--- config.mk ---
export PLATFORM = sky130hd
export DESIGN_NAME = bresenham_stream
export DESIGN_NICKNAME = d
export VERILOG_FILES = /design/src/rtl/bresenham_pkg.sv /design/src/rtl/bresenham_step.sv /design/src/rtl/bresenham_stream.sv
export SDC_FILE = /design/constraint.sdc
export NUM_CORES = 1
export LEC_CHECK = 0
export CAP_MARGIN = 5
export CELL_PAD_IN_SITES_DETAIL_PLACEMENT = 0
export CELL_PAD_IN_SITES_GLOBAL_PLACEMENT = 1
export CORE_UTILIZATION = 39
export DETAILED_ROUTE_END_ITERATION = 10
export GPL_TIMING_DRIVEN = 0
export PLACE_DENSITY_LB_ADDON = 0.1
export SLEW_MARGIN = 20
export SYNTH_ARGS = -nofsm -noshare
export SYNTH_HDL_FRONTEND = slang
export SYNTH_SLANG_ARGS = --single-unit
--- constraint.sdc ---
create_clock -name clk -period 12.1 [get_ports clk]
set_input_delay 1.21 -clock clk [delete_from_list [all_inputs] [get_ports clk]]
set_output_delay 1.21 -clock clk [all_outputs]
set_load 0.1 [all_outputs]
--- src/rtl/bresenham_pkg.sv ---
// Shared types and sizing helpers for the streaming Bresenham line engine.
package bresenham_pkg;

    typedef enum logic [1:0] {
        IDLE  = 2'd0,
        SETUP = 2'd1,
        RUN   = 2'd2,
        DONE  = 2'd3
    } state_t;

    localparam int DEF_COORD_W = 8;

    // Signed width that holds dx, dy, err and 2*err for a given coordinate width.
    function automatic int err_width(input int coord_w);
        return coord_w + 2;
    endfunction

endpackage

--- src/rtl/bresenham_step.sv ---
// One Bresenham step: given the current point and error term, produce the
// next point and error term. Purely combinational.
module bresenham_step
    import bresenham_pkg::*;
#(
    parameter int COORD_W = DEF_COORD_W
) (
    input  logic [COORD_W-1:0]                      i_cur_x,
    input  logic [COORD_W-1:0]                      i_cur_y,
    input  logic signed [err_width(COORD_W)-1:0]    i_err,
    input  logic signed [err_width(COORD_W)-1:0]    i_dx,
    input  logic signed [err_width(COORD_W)-1:0]    i_dy,
    input  logic                                    i_sx_neg,
    input  logic                                    i_sy_neg,
    output logic [COORD_W-1:0]                      o_next_x,
    output logic [COORD_W-1:0]                      o_next_y,
    output logic signed [err_width(COORD_W)-1:0]    o_next_err
);

    localparam int EW = err_width(COORD_W);
    localparam logic [COORD_W-1:0] ONE = 1;

    logic signed [EW-1:0] w_e2;
    logic                 w_step_x;
    logic                 w_step_y;

    // Both decisions look at the error term before this step is applied.
    assign w_e2     = i_err <<< 1;
    assign w_step_x = (w_e2 >= i_dy);
    assign w_step_y = (w_e2 <= i_dx);

    // Apply the x and/or y advance and accumulate the matching error deltas.
    always_comb begin
        o_next_x   = i_cur_x;
        o_next_y   = i_cur_y;
        o_next_err = i_err;
        if (w_step_x) begin
            o_next_err = o_next_err + i_dy;
            o_next_x   = i_sx_neg ? (i_cur_x - ONE) : (i_cur_x + ONE);
        end
        if (w_step_y) begin
            o_next_err = o_next_err + i_dx;
            o_next_y   = i_sy_neg ? (i_cur_y - ONE) : (i_cur_y + ONE);
        end
    end

endmodule

--- src/rtl/bresenham_stream.sv ---
// Streaming Bresenham line engine: one segment per command, one pixel beat
// per accepted valid/ready handshake, all eight octants.
// Optional screen clipping is enabled by defining BRESENHAM_STREAM_CLIP_EN;
// off-screen pixels are then walked internally without emitting a beat.
module bresenham_stream
    import bresenham_pkg::*;
#(
    parameter int COORD_W  = DEF_COORD_W,
    parameter int SCREEN_W = 64,
    parameter int SCREEN_H = 64
) (
    input  logic               clk,
    input  logic               n_rst,
    input  logic               start,
    input  logic               abort,
    input  logic [COORD_W-1:0] x0,
    input  logic [COORD_W-1:0] y0,
    input  logic [COORD_W-1:0] x1,
    input  logic [COORD_W-1:0] y1,
    output logic               busy,
    output logic               px_valid,
    input  logic               px_ready,
    output logic [COORD_W-1:0] px_x,
    output logic [COORD_W-1:0] px_y,
    output logic               px_last,
    output logic               done
);

    localparam int EW = err_width(COORD_W);
`ifdef BRESENHAM_STREAM_CLIP_EN
    localparam bit CLIP = 1'b1;
`else
    localparam bit CLIP = 1'b0;
`endif
    localparam logic [31:0] SCREEN_W_U = SCREEN_W;
    localparam logic [31:0] SCREEN_H_U = SCREEN_H;

    state_t               r_state;
    logic [COORD_W-1:0]   r_cur_x;
    logic [COORD_W-1:0]   r_cur_y;
    logic [COORD_W-1:0]   r_end_x;
    logic [COORD_W-1:0]   r_end_y;
    logic signed [EW-1:0] r_err;
    logic signed [EW-1:0] r_dx;
    logic signed [EW-1:0] r_dy;
    logic                 r_sx_neg;
    logic                 r_sy_neg;

    logic                 w_x_pos;
    logic                 w_y_pos;
    logic [COORD_W-1:0]   w_adx;
    logic [COORD_W-1:0]   w_ady;
    logic signed [EW-1:0] w_setup_dx;
    logic signed [EW-1:0] w_setup_dy;
    logic [COORD_W-1:0]   w_next_x;
    logic [COORD_W-1:0]   w_next_y;
    logic signed [EW-1:0] w_next_err;
    logic                 w_at_end;
    logic                 w_cur_on;
    logic                 w_next_on;
    logic                 w_run;
    logic                 w_advance;

    // Line geometry from the captured endpoints (cur holds the start point in SETUP).
    assign w_x_pos    = (r_cur_x < r_end_x);
    assign w_y_pos    = (r_cur_y < r_end_y);
    assign w_adx      = w_x_pos ? (r_end_x - r_cur_x) : (r_cur_x - r_end_x);
    assign w_ady      = w_y_pos ? (r_end_y - r_cur_y) : (r_cur_y - r_end_y);
    assign w_setup_dx = signed'({2'b00, w_adx});
    assign w_setup_dy = -signed'({2'b00, w_ady});

    bresenham_step #(
        .COORD_W (COORD_W)
    ) u_step (
        .i_cur_x    (r_cur_x),
        .i_cur_y    (r_cur_y),
        .i_err      (r_err),
        .i_dx       (r_dx),
        .i_dy       (r_dy),
        .i_sx_neg   (r_sx_neg),
        .i_sy_neg   (r_sy_neg),
        .o_next_x   (w_next_x),
        .o_next_y   (w_next_y),
        .o_next_err (w_next_err)
    );

    // The walk is monotonic in x and y, so the on-screen pixels form one
    // contiguous run; the last visible pixel is the one whose successor is
    // off-screen (or that is the endpoint itself).
    assign w_at_end  = (r_cur_x == r_end_x) && (r_cur_y == r_end_y);
    assign w_cur_on  = !CLIP || ((32'(r_cur_x) < SCREEN_W_U) && (32'(r_cur_y) < SCREEN_H_U));
    assign w_next_on = !CLIP || ((32'(w_next_x) < SCREEN_W_U) && (32'(w_next_y) < SCREEN_H_U));
    assign w_run     = (r_state == RUN);
    assign w_advance = w_run && (!w_cur_on || px_ready);

    assign busy     = (r_state != IDLE);
    assign done     = (r_state == DONE);
    assign px_valid = w_run && w_cur_on;
    assign px_last  = px_valid && (w_at_end || !w_next_on);
    assign px_x     = r_cur_x;
    assign px_y     = r_cur_y;

    // Control FSM; abort returns to IDLE from anywhere and beats every other input.
    always_ff @(posedge clk or negedge n_rst) begin
        if (!n_rst) begin
            r_state <= IDLE;
        end else if (abort) begin
            r_state <= IDLE;
        end else begin
            case (r_state)
                IDLE:    if (start) r_state <= SETUP;
                SETUP:   r_state <= RUN;
                RUN:     if (w_advance && w_at_end) r_state <= DONE;
                DONE:    r_state <= IDLE;
                default: r_state <= IDLE;
            endcase
        end
    end

    // Datapath: capture endpoints, derive deltas, then step on each accepted or skipped pixel.
    always_ff @(posedge clk or negedge n_rst) begin
        if (!n_rst) begin
            r_cur_x  <= '0;
            r_cur_y  <= '0;
            r_end_x  <= '0;
            r_end_y  <= '0;
            r_err    <= '0;
            r_dx     <= '0;
            r_dy     <= '0;
            r_sx_neg <= 1'b0;
            r_sy_neg <= 1'b0;
        end else if (!abort) begin
            case (r_state)
                IDLE: begin
                    if (start) begin
                        r_cur_x <= x0;
                        r_cur_y <= y0;
                        r_end_x <= x1;
                        r_end_y <= y1;
                    end
                end
                SETUP: begin
                    r_dx     <= w_setup_dx;
                    r_dy     <= w_setup_dy;
                    r_err    <= w_setup_dx + w_setup_dy;
                    r_sx_neg <= !w_x_pos;
                    r_sy_neg <= !w_y_pos;
                end
                RUN: begin
                    if (w_advance && !w_at_end) begin
                        r_cur_x <= w_next_x;
                        r_cur_y <= w_next_y;
                        r_err   <= w_next_err;
                    end
                end
                default: ;
            endcase
        end
    end

endmodule

==> flow_metrics.env, run 1 <==
export IMPL_cp_data_arrival_time_ps=5130
export IMPL_grt_overflow_total=0
export IMPL_finalSetupViolations=0
export IMPL_synth_nets=835
export IMPL_final_nets=903
export IMPL_rr_endpoint="r_err[8]"
export IMPL_num_antenna_cells=0
export IMPL_via_per_inst=5.36
export IMPL_ctsHoldBuffers=0
export IMPL_dr_pass1_iters=4
export IMPL_die_h_um=127
export IMPL_coreArea_um2=15300
export IMPL_start_util_pct=40.3
export IMPL_worstHoldStart="r_end_x[7]"
export IMPL_cap_viol_max_count=0
export IMPL_cts_tree="done"
export IMPL_worst_path_largest_cell_delay_ps=450
export IMPL_portBuffers=56
export IMPL_drive_gt1_share_pct=7.76
export IMPL_dr_total_vias=5273
export IMPL_worstHoldEndpoint="r_end_x[7]"
export IMPL_crit_chain="ha_1 > and4_1 > and2_1 > o21ai_0 > a41oi_1 > clkbuf_1 > mux2_2 > ha_1 > nor2b_1 > o21ai_0 > a21oi_1 > or4_1 > and4b_1 > a211o_1 > a32oi_1 > nand3_1"
export IMPL_min_path_cells=1
export IMPL_rsz0062_at_grt="false"
export IMPL_final_cells=984
export IMPL_synth_fa_ha_area_share_pct=20.9
export IMPL_yosys_area_share_simple_pct=14.1
export IMPL_timing_rr_start="r_err[8]"
export IMPL_drt_wirelength_per_cell_um=17.7
export IMPL_multi_input_area_um2=4230
export IMPL_min_period_over_period_pct=40.5
export IMPL_clockBufferDepth=2
export IMPL_cts_sinks=63
export IMPL_cp_required_ps=12320
export IMPL_ant_nets=0
export IMPL_synth_warnings=0
export IMPL_fillers=1473
export IMPL_grt_use_met3_pct=3.56
export IMPL_register_area_um2=1580
export IMPL_drc=0
export IMPL_hpwl_mm=14.1
export IMPL_die_width_um=127
export IMPL_place_congestion=0.829
export IMPL_relSlewSlack_pct=34.5
export IMPL_tns_ps=0
export IMPL_worst_r2r_cell_count=16
export IMPL_wirelength_mm=17.4
export IMPL_grtUsageMet1_pct=30.7
export IMPL_synth_compound_gate_area_share_pct=19.6
export IMPL_hold_path_class="flop to flop"
export IMPL_grt_pass1_vias=5193
export IMPL_slowest_stage="dfrtp_1"
export IMPL_root_buffer="clkbuf_16"
export IMPL_synth_xor_area_share_pct=6.13
export IMPL_crit_path_max_fanout=10
export IMPL_synth_edf_count=0
export IMPL_row_count=45
export IMPL_synth_top_family_by_area="adder cells"
export IMPL_ys_async_sr_fraction_pct=100
export IMPL_grtUsageTotal_pct=22.7
export IMPL_clk_latency_ps=350
export IMPL_cts_setup_buffers=0
export IMPL_fmax_mhz=204
export IMPL_finalHoldViolations=0
export IMPL_htree_levels=3
export IMPL_cts_buffers_inserted=9
export IMPL_ys_flop_type="dfrtp_1"
export IMPL_syn_to_final_growth_pct=18.9
export IMPL_grt_max_degree=34
export IMPL_clk_transition_reported_paths_ps=50
export IMPL_post_place_cells=969
export IMPL_grt_busiest_layer="met2"
export IMPL_ys_ff_latch=63
export IMPL_yosysUniqueCellTypes=64
export IMPL_path_class="flop to flop"
export IMPL_period_minus_slack_ps=4900
export IMPL_synth_area_um2=6140
export IMPL_drt_iter0_drc=225
export IMPL_ctsResizeCount=0
export IMPL_worst_slew_pin_slew_ps=980
export IMPL_end_kind="flop"
export IMPL_drv_slew=0
export IMPL_grt_pass1_wl_mm=27.8
export IMPL_antenna_found_initial=0
export IMPL_skew_ps=6.60
export IMPL_synthMuxAreaShare_pct=8.17
export IMPL_boundaryPins=57
export IMPL_design_die_area_um2=16300
export IMPL_status="completed"
export IMPL_startpoint_type="flop"
export IMPL_rrSetupSlack_ps=7200
export IMPL_syn_area_per_cell_um2=8.76
export IMPL_synthCells=701
export IMPL_yosysSeqAreaShare_pct=25.7
export IMPL_gr_usage_met2_pct=36.9
Yosys cell counts, types with 4 or more instances:
library cell	number	share of area, %
clkbuf_1	12	0.73
o21a_1	9	1.1
fa_1	9	2.9
or3_1	4	0.41
nand3b_1	4	0.49
ha_1	88	18
mux2_2	33	6.1
nor2_1	35	2.1
o21ai_0	57	4.6
nand2b_1	6	0.61
a21o_1	14	1.7
nand3_1	6	0.49
xnor2_1	30	4.3
o21ai_1	4	0.33
dfrtp_1	63	26
nand2_1	57	3.5
inv_1	69	4.2
mux2i_1	13	2.1
o21bai_1	11	1.3
nor3_1	15	1.2
and3_1	4	0.41
nand4_1	6	0.61
o211ai_1	10	1.2
nor2b_1	14	1.4
a21oi_1	55	4.5
xor2_1	13	1.9
cells in the final DEF, fill, tap and decap left out, types with 3 or more instances in the layout:
cell type	Yosys	layout
o21a_1	9	9
mux2i_1	13	13
inv_1	69	69
nor2b_1	14	14
a32oi_1	3	3
or3_1	4	4
clkbuf_16	0	9
nor3_1	15	15
dfrtp_1	63	63
o21ai_1	4	4
xnor2_1	30	30
nor2_1	35	35
clkbuf_8	0	4
nand2_1	57	57
nand2b_1	6	6
and3_1	4	4
nand3b_1	4	4
a2111oi_0	3	3
mux2_2	33	33
nand3_1	6	6
a21o_1	14	14
a21oi_1	55	55
buf_4	3	4
o21ai_0	57	57
fa_1	9	9
a211oi_1	3	3
o21bai_1	11	11
xor2_1	13	13
or4_1	3	3
ha_1	88	88
nand4_1	6	6
o31ai_1	3	3
o211ai_1	10	10
clkdlybuf4s50_1	0	55
clkbuf_1	12	12
cells by family after synthesis:
group	after synthesis
simple gates	171
compound gates	194
buf+inv	87
mux	46
xor+xnor	43
fa+ha+maj	97
flops	63
metrics by stage:
| step | util, % | hold slack [ps] | setup WS (ps) | instance area [µm²] |
|---|---|---|---|---|
| floorplan | - | 469 | 7280 | 6140 |
| global placement | 45.7 | 487 | 7230 | 6970 |
| detailed placement | 45.8 | 508 | 7180 | 6980 |
| CTS | 47.9 | 518 | 7150 | 7300 |
| global route | 47.9 | 536 | 6790 | 7300 |
| finish | 47.9 | 513 | 7200 | 7300 |
sequential cells by signal, indices dropped and copies added, names as in the netlist, 2 cells and up:
name,cells
r_end_y,8
r_dx,8
r_end_x,8
r_state,2
r_err,9
r_dy,10
px_x,8
px_y,8
critical path, delay by kind of cell (launching register included):
| family | cells | cell delay, ps |
|---|---|---|
| compound gates | 6 | 1390 |
| fa+ha+maj | 2 | 710 |
| buf+inv | 1 | 450 |
| flops | 1 | 450 |
| mux | 1 | 420 |
| simple gates | 6 | 1350 |
layout make-up:
type / instances / area share, %
clock inverter: 2 / 0.514
buffer: 17 / 1.03
inverter: 70 / 3.60
sequential: 63 / 21.6
timing repair buffer: 57 / 7.92
tap: 211 / 3.62
multi-input combinational: 551 / 57.9
clock buffer: 13 / 3.84
how the worst max path moves through the flow:
stage	from	endpoint	slack, ps	depth (start not counted)
after floorplan	px_y[0]	r_err[8]	7280	17
after global routing	r_err[8]	r_err[8]	6790	16
after global placement	r_err[8]	r_err[8]	7230	16
final	r_err[8]	r_err[8]	7200	16
after detailed placement	r_err[8]	r_err[8]	7180	16
after CTS	r_err[8]	r_err[8]	7150	16
per-layer routing:
metal | vias to the layer above | wire (µm)
met4 | 0 | 285
met1 | 2533 | 8460
met3 | 20 | 510
met5 | - | 0
li1 | 2631 | -
met2 | 89 | 8140
Power of run 1 is not shown: default switching activity piles up to over one toggle a cycle in this logic, so the estimate is an artifact.
==> run 2, diff against run 1 <==
Clock period 12.1 ns to 4.59 ns, I/O delays scaled along.
==> run 2 against run 1 <==
Non-clock buffer count up 1. Maximum frequency up 12%. Global-route usage about the same. Flip-flop and latch count is the same. Die area did not move.
==> flow_metrics.env, run 2 (synthesis gave the netlist of run 1 again) <==
export IMPL_clk_transition_reported_paths_ps=60
export IMPL_path_buf_inv=1
export IMPL_largest_reg_flops=10
export IMPL_antenna_found_initial=0
export IMPL_grt_use_met3_pct=2.51
export IMPL_row_count=45
export IMPL_cts_sinks=63
export IMPL_cp_required_ps=4870
export IMPL_hold_path_class="input port to asynchronous set/reset pin"
export IMPL_coreArea_um2=15300
export IMPL_regMostFlops="r_dy"
export IMPL_grtUsageMet1_pct=30.1
export IMPL_register_area_um2=1580
export IMPL_ant_nets=0
export IMPL_postPlaceCellArea_um2=6990
export IMPL_wirelength_mm=17.3
export IMPL_drv_slew=0
export IMPL_drive_gt1_share_pct=9.55
export IMPL_gr_usage_met2_pct=37.1
export IMPL_startpoint_type="flop"
export IMPL_skew_ps=6.74
export IMPL_relSlewSlack_pct=34.8
export IMPL_cp_data_arrival_time_ps=4650
export IMPL_finalHoldViolations=0
export IMPL_period_minus_slack_ps=4370
export IMPL_cts_tree="done"
export IMPL_hpwl_mm=13.8
export IMPL_die_h_um=127
export IMPL_crit_path_max_fanout=7
export IMPL_dr_pass1_iters=4
export IMPL_grt_overflow_total=0
export IMPL_drc=0
export IMPL_via_per_inst=5.39
export IMPL_finalSetupViolations=0
export IMPL_drt_iter0_drc=278
export IMPL_crit_chain="inv_1 > ha_1 > fa_1 > nand3b_2 > a21o_2 > a2111o_1 > o2111ai_2 > nand2_1 > or4_4 > nor3_4 > xnor2_1 > ha_1 > nand2_1 > o21ai_1 > nand4_1 > or4_1 > nand3_1"
export IMPL_grtUsageTotal_pct=22.7
export IMPL_fmax_mhz=229
export IMPL_hold_slack_ps=56.2
export IMPL_drt_wirelength_per_cell_um=17.6
export IMPL_num_antenna_cells=0
export IMPL_design_die_area_um2=16300
export IMPL_ctsHoldBuffers=0
export IMPL_worst_slew_pin_slew_ps=976
export IMPL_cts_buffers_inserted=9
export IMPL_grt_busiest_layer="met2"
export IMPL_finalInstanceArea_um2=7370
export IMPL_root_buffer="clkbuf_16"
export IMPL_largest_registers="r_dy x10, r_err x9"
export IMPL_end_kind="flop"
export IMPL_htree_levels=3
export IMPL_final_cell_mix="ha_1, inv_1, dfrtp_1, nand2_1"
export IMPL_start_util_pct=40.3
export IMPL_slowest_stage="or4_4"
export IMPL_cp_top_family="simple AND/OR/NAND/NOR gates"
export IMPL_syn_to_final_growth_pct=20.0
export IMPL_clockBufferDepth=2
export IMPL_multi_input_area_um2=4290
export IMPL_min_period_over_period_pct=95.3
export IMPL_boundaryPins=57
export IMPL_cap_viol_max_count=0
export IMPL_worst_path_largest_cell_delay_ps=460
export IMPL_dr_total_vias=5310
export IMPL_grt_pass1_vias=5338
export IMPL_final_nets=904
export IMPL_fillers=1470
export IMPL_mostFrequentLayoutCell="ha_1"
export IMPL_status="completed"
export IMPL_path_class="flop to flop"
export IMPL_die_width_um=127
export IMPL_place_congestion=0.858
export IMPL_portBuffers=56
export IMPL_grt_pass1_wl_mm=28.0
export IMPL_grt_max_degree=34
export IMPL_clk_latency_ps=350
-- run 2: changes by cell type in the layout (fill, tap and decap cells not counted), moves of 2 or more --
| cell | before | now |
|---|---|---|
| clkinv_2 | 0 | 2 |
| o21ai_0 | 57 | 55 |
| dfrtp_1 | 63 | 61 |
| o21ai_1 | 4 | 6 |
| dfrtp_2 | 0 | 2 |
| buf_4 | 4 | 6 |
-- run 2: worst reg2reg max path, cell delays in order (launching register included) --
cell and delay, ps:
dfrtp_2 400, inv_1 90, ha_1 240, fa_1 420, nand3b_2 280, a21o_2 270
a2111o_1 400, o2111ai_2 130, nand2_1 80, or4_4 460, nor3_4 230, xnor2_1 110
ha_1 360, nand2_1 70, o21ai_1 170, nand4_1 100, or4_1 410, nand3_1 80
-- run 2: timing repair --
action / in CTS / in global routing
resized for setup: 3 / 14
setup endpoints to repair: 2 / 3
setup buffers: 1 / 0
pin swaps: 1 / 0
hold endpoints to repair: 0 / 0
-- run 2: worst paths after layout --
kind | from | end | slack (ps) | cells after the start
max | px_y[0] | r_err[8] | 220 | 17
min | n_rst | r_end_y[4] | 60 | 1
max reg2reg | px_y[0] | r_err[8] | 220 | 17
min reg2reg | r_end_y[7] | r_end_y[7] | 500 | 1
max in group asynchronous | n_rst | px_y[1] | 3980 | 2
min in group clk | r_end_y[7] | r_end_y[7] | 500 | 1
-- run 2: layout make-up --
class                   count  share of cell area [%]
plain buffers              17                    1.07
clock buffers              13                    3.67
clock inverters             3                   0.543
inverters                  70                    3.56
multi-input cells         551                    58.2
flip-flops and latches     63                    21.4
well taps                 211                    3.58
repair buffers             58                    7.94
-- run 2: through the flow --
stage                     util (%)  setup WS (ps)  setup TNS [ps]  std cells
after global placement        45.7           -320            -580        968
after global routing          48.3          -27.7           -27.7        986
after detailed placement      45.8           -301            -547        969
final                         48.3            215               0        986
after floorplan                  -           98.0               0        701
after CTS                     47.9           69.4               0        986
-- run 2: routing by layer --
metal  share of wire (%)  wire length [µm]
met1                  48              8310
met2                  46              8040
met3                 3.0               514
met4                 2.7               466
met5                   0                 0
Power of run 2 is left out for the same reason.
